===== src/rtl/axi_stream_arb_pkg.sv =====
// axi_stream_arb_pkg: shared types and sizing helpers for the packet arbiter.
//   state_t   arbiter FSM state (IDLE waits/arbitrates, BUSY holds a locked grant)
//   clog2     ceiling log2 for parameter arithmetic
//   idx_w     width of a port index (never narrower than 1 bit)
package axi_stream_arb_pkg;
  typedef enum logic {IDLE, BUSY} state_t;
  function automatic int clog2(input int n);
    int r;
    r = 0;
    for (int k = 0; k < 32; k++) if ((1 << r) < n) r++;
    return r;
  endfunction
  function automatic int idx_w(input int n);
    return n < 2 ? 1 : clog2(n);
  endfunction
endpackage


===== src/rtl/axi_stream_rr_pick.sv =====
// axi_stream_rr_pick: combinational round-robin picker.
//   req   in  NUM_IN  request vector
//   last  in  IDX_W   most recently served index; search starts at last+1
//   pick  out IDX_W   first requester found scanning last+1, last+2, ... (wrapping)
//   any   out 1       at least one request present
module axi_stream_rr_pick
  import axi_stream_arb_pkg::*;
#(
  parameter int NUM_IN = 4,
  parameter int IDX_W = idx_w(NUM_IN)
) (
  input  logic [NUM_IN-1:0] req,
  input  logic [IDX_W-1:0]  last,
  output logic [IDX_W-1:0]  pick,
  output logic              any
);
  int base;
  logic [NUM_IN-1:0] rot;
  logic [IDX_W-1:0] off;
  // Doubling the request vector lets a plain right shift act as a rotate,
  // so bit 0 of rot is always the port right after last.
  always_comb begin
    base = int'(last) + 1;
    rot = NUM_IN'({req, req} >> base);
    off = '0;
    for (int i = NUM_IN - 1; i >= 0; i--) if (rot[i]) off = IDX_W'(i);
    pick = IDX_W'((base + int'(off)) % NUM_IN);
  end
  assign any = |req;
endmodule


===== src/rtl/axi_stream_packet_arbiter.sv =====
// axi_stream_packet_arbiter: packet-granular round-robin merge of NUM_IN AXI4-Stream slaves.
//   clk, resetn           clock, asynchronous active-low reset
//   s_tvalid/s_tready     per-port handshake
//   s_tdata/tkeep/tlast/tuser  packed per-port beat fields, port i in slice i
//   m_tvalid/m_tready     merged handshake
//   m_tdata/tkeep/tlast/tuser  merged beat fields
//   m_tid                 source port of the current beat
//   busy                  high while a grant is locked to one port
module axi_stream_packet_arbiter
  import axi_stream_arb_pkg::*;
#(
  parameter int NUM_IN = 4,
  parameter int BYTE_WIDTH = 4,
  parameter int USER_WIDTH = 1,
  localparam int IDX_W = idx_w(NUM_IN),
  localparam int DW = 8 * BYTE_WIDTH
) (
  input  logic                         clk,
  input  logic                         resetn,
  input  logic [NUM_IN-1:0]            s_tvalid,
  output logic [NUM_IN-1:0]            s_tready,
  input  logic [NUM_IN*DW-1:0]         s_tdata,
  input  logic [NUM_IN*BYTE_WIDTH-1:0] s_tkeep,
  input  logic [NUM_IN-1:0]            s_tlast,
  input  logic [NUM_IN*USER_WIDTH-1:0] s_tuser,
  output logic                         m_tvalid,
  input  logic                         m_tready,
  output logic [DW-1:0]                m_tdata,
  output logic [BYTE_WIDTH-1:0]        m_tkeep,
  output logic                         m_tlast,
  output logic [USER_WIDTH-1:0]        m_tuser,
  output logic [IDX_W-1:0]             m_tid,
  output logic                         busy
);
  state_t state, state_nx;
  logic [IDX_W-1:0] grant, last_grant, pick;
  logic any, fire;
  axi_stream_rr_pick #(.NUM_IN(NUM_IN), .IDX_W(IDX_W)) u_pick (
    .req(s_tvalid), .last(last_grant), .pick(pick), .any(any)
  );
  assign fire = busy && m_tvalid && m_tready && m_tlast;
  // last_grant resets to the top index so port 0 is scanned first.
  always_ff @(posedge clk or negedge resetn) begin
    if (!resetn) begin
      state <= IDLE;
      grant <= '0;
      last_grant <= IDX_W'(NUM_IN - 1);
    end else begin
      state <= state_nx;
      if (state == IDLE && any) grant <= pick;
      if (fire) last_grant <= grant;
    end
  end
  always_comb state_nx = state == IDLE ? (any ? BUSY : IDLE) : (fire ? IDLE : BUSY);
  // No buffering: the granted port is wired straight through in both directions.
  always_comb begin
    busy = state == BUSY;
    m_tid = grant;
    m_tvalid = busy && s_tvalid[grant];
    m_tdata = s_tdata[int'(grant)*DW +: DW];
    m_tkeep = s_tkeep[int'(grant)*BYTE_WIDTH +: BYTE_WIDTH];
    m_tlast = s_tlast[grant];
    m_tuser = s_tuser[int'(grant)*USER_WIDTH +: USER_WIDTH];
    s_tready = '0;
    s_tready[grant] = busy && m_tready;
  end
endmodule


===== config.mk =====
export PLATFORM = sky130hd
export DESIGN_NAME = axi_stream_packet_arbiter
export DESIGN_NICKNAME = d
export VERILOG_FILES = /design/src/rtl/axi_stream_arb_pkg.sv /design/src/rtl/axi_stream_rr_pick.sv /design/src/rtl/axi_stream_packet_arbiter.sv
export SDC_FILE = /design/constraint.sdc
export NUM_CORES = 1
export LEC_CHECK = 0
export CORE_ASPECT_RATIO = 0.8
export CORE_MARGIN = 5
export CORE_UTILIZATION = 22
export DETAILED_ROUTE_END_ITERATION = 6
export PLACE_DENSITY = 0.79
export SYNTH_ARGS = -nofsm -noshare
export SYNTH_HDL_FRONTEND = slang
export SYNTH_SLANG_ARGS = --single-unit
export TNS_END_PERCENT = 30

===== constraint.sdc =====
create_clock -name clk -period 2.1 [get_ports clk]
set_input_delay 0.315 -clock clk [delete_from_list [all_inputs] [get_ports clk]]
set_output_delay 0.315 -clock clk [all_outputs]
set_load 0.005 [all_outputs]

==> summary.txt, run 1 <==
Synthesis
  • Mapped Cells: ~100
  • Avg Synthesized Cell Area: ~13 um2
  • Yosys warns: 0
  • Post-synth ARST share: between 90% and 100%
  • Syn_nets: between 200 and 300
  • Netlist cell types: 33
  • Synth Register Bits: 5
  • Cell Area, Synth: between 1000 and 1500 um2
  • Register area share after synthesis: under 10%
  • Predominant post-synthesis flop cell: dfrtp_1
  • EDFF count, synth: 0

Place
  • Setup WS pre-CTS: -0.3774 ns
  • Post-DP HPWL: about 6800 um
  • Gp weighted congestion: between 0.8 and 0.9
  • # port buffers: 204

GRT
  • GRT met1 Usage: between 10% and 20%
  • First-pass GRT wire length: approximately 11000 um
  • Antenna violations before repair: 0
  • Met3 GRT Util: 4.924%
  • Vias in the first global route: 1977
  • Congestion Overflow GR: 0
  • GRT Max-Usage Layer: met2
  • Met2 GRT Util: 33.71%
  • All-Layer GR Usage: between 15 and 20%
  • Largest net degree at the start of global routing: 23

Detailed routing
  • Drt pass-1 iters: 5
  • Vias per cell: between 4 and 5
  • Total wire length: roughly 8000 um
  • Via count: between 1500 and 2000
  • Antenna viol nets, final: 0
  • # DRC: 0
  • Starting DRT DRC Count: 57
  • Avg WL per Cell: a little under 20 um

Layout
  • Final net count: roughly 480
  • Layout cells sized above 1: around 22%
  • Synthesis-to-finish area growth: 161.3%
  • Ant diodes: 0

Power and ir drop
  • P_leak: ~1.4 nW
  • Pwr Total: a little over 3 mW
  • Pwr dens: between 800 and 900 nW/um2
  • Worst vdd ir: between 800 and 900 uV

Min path
  • Hold Crit Class: in -> async

CTS
  • Reg clk slew, reported paths: 0.04 ns
  • Clk root buf: clkbuf_8
  • Clock Sinks: 5
  • CTS Buf Count: 3
  • Worst-case clock buffer depth: 2
  • CTS tree: built
  • H-tree depth: 1
  • Clk_lat worst skew: approximately 0.22 ns
  • Hold Buf Count CTS: 0

Die
  • Starting Density: between 20 and 25%
  • Full die area: just over 8000 um2
  • Die X: 99.27 um
  • # rows: 26
  • Ports: ~210
  • Core Box Area: around 6300 um2
  • Die span in y: around 80 um

Worst setup path
  • Critical Path End Type: flip-flop
  • Startpoint Class: flip-flop
  • Crit-path max FO: 5
  • Reg-to-reg slack, setup: -0.02 ns
  • WS Path Type: reg -> reg
  • WP buf/inv: 0
  • CP delay by family, top: flip-flops
  • CP max-delay cell: dfstp_2
  • Critical path required time: 2.26 ns
  • WP data arrival: between 2 and 2.5 ns
  • Max incr delay on CP: ~0.56 ns
  • Cells along the critical path: nand2_2 > a2bb2oi_2 > o211ai_1 > o31a_1 > ha_2 > xnor3_1 > or3b_1 > a31oi_1 > or3_1

Timing
  • Final hold vios: 0
  • Peak Freq: 472.8 MHz
  • Final setup viols: 1
  • Rel. slew slack: between 70% and 80%
  • Clock Skew: between 0.002 and 0.003 ns
  • RSZ-0062 raised after global routing: yes
  • Max-slew violations: 0
  • Final WS setup: -0.01504 ns
  • Crit path time final: 2.115 ns
  • Tcrit/Tclk final: 100.7%
  • Worst Tran Pin Value: around 0.36 ns

Flow run
  • Max-capacitance violation count: 0

Status
  • Outcome: finished, violations left
  • Failing checks: negative setup slack
==> through the flow <==
| stage | setup TNS [ns] | hold slack [ns] | utilization, % | area (um2) | std cells |
|---|---|---|---|---|---|
| 6_report | -0.01504 | 0.3195 | 58.37 | 3665 | 398 |
| 5_1_grt | -0.09043 | 0.3247 | 58.37 | 3665 | 398 |
| 4_1_cts | 0 | 0.3209 | 57.89 | 3635 | 397 |
| 3_5_place_dp | -0.5703 | 0.5560 | 57.65 | 3620 | 391 |
| 3_3_place_gp | -0.5025 | 0.5513 | 57.65 | 3620 | 391 |
| 2_1_floorplan | 0 | 0.01941 | - | 1403 | 104 |
==> cells in the mapped netlist (3+ instances only) <==
library cell | number | area share [%]
nand2_1 | 4 | 1.1
dfrtp_1 | 3 | 5.4
clkbuf_1 | 4 | 1.1
nor2_1 | 6 | 1.6
nor3_1 | 4 | 1.4
inv_1 | 3 | 0.80
nor3b_1 | 3 | 1.6
mux4_2 | 39 | 63
buf_2 | 7 | 2.5
o21ai_0 | 3 | 1.1
==> what timing repair did <==
action                     CTS  global route
cloned                       0             0
resized for setup           45             8
pin swaps                    0             2
buffers inserted             2             1
hold endpoints to repair     0             0
setup endpoints to repair   40            11
==> path summary, 6_finish.rpt <==
path	from	end	cells past startpoint
max	last_grant[1]$_DFFE_PN1N_	m_tid[1]$_DFFE_PN0P_	9
min	resetn	busy$_DFF_PN0_	1
max reg2reg	last_grant[1]$_DFFE_PN1N_	m_tid[1]$_DFFE_PN0P_	9
min reg2reg	last_grant[0]$_DFFE_PN1N_	last_grant[0]$_DFFE_PN1N_	1
max in group asynchronous	resetn	last_grant[1]$_DFFE_PN1N_	1
min in group clk	last_grant[0]$_DFFE_PN1N_	last_grant[0]$_DFFE_PN1N_	1
==> power breakdown <==
part | switching (mW) | internal (mW) | total, mW
logic | 0.912 | 1.75 | 2.66
registers | 0.117 | 0.162 | 0.279
clock network | 0.0477 | 0.130 | 0.178
total | 1.08 | 2.04 | 3.12
==> cells in the final DEF (no fill, tap or decap), types with 3 or more instances in the layout <==
cell type	n
nor3b_1	3
buf_4	10
clkdlybuf4s15_1	3
mux4_2	39
buf_12	4
nor2_1	6
clkdlybuf4s50_1	161
nor3_1	3
dlygate4sd2_1	38
nand2_1	3
clkbuf_8	3
==> state kept, by name (all words and copies together) (netlist names) <==
signal and count:
last_grant 2, m_tid 2, busy 1
==> logic make-up after synthesis <==
logic type / count (synthesis) / share of synthesized area (%)
fa+ha+maj: 1 / 0.8919
buf+inv: 16 / 5.976
simple gates: 29 / 12.67
compound gates: 10 / 4.728
xor+xnor: 1 / 1.606
mux: 42 / 65.03
flops: 5 / 9.099
==> worst reg2reg max path, delay by kind of cell (launching register included) <==
family,cells,cell delay (ns)
xor gates and xnor gates,1,0.25
and+or+nand+nor,3,0.55
adders and majority gates,1,0.17
DFF,1,0.56
AOI/OAI and AO/OA,4,0.51
==> per-layer routing <==
layer,up-vias,part of all wire [%],wire (um)
li1,875,-,-
met1,957,36,2775
met2,98,56,4340
met3,4,8.0,620
met4,0,0.41,32
met5,-,0,0
==> area by class of cell <==
type | instances | area [um2]
tap | 84 | 105.1
fill | 559 | 2614
timing repair buffer | 219 | 2166
sequential | 5 | 130.1
multi-input combinational | 83 | 1207
clock buffer | 4 | 45.04
inverter | 3 | 11.26
Power figures use the tool's default switching activity.
==> run 2, diff against run 1 <==
Settings changed: HOLD_SLACK_MARGIN set to 0.06.
==> results of run 2 <==
Final layout, timing and power as in run 1 (identical DEF).
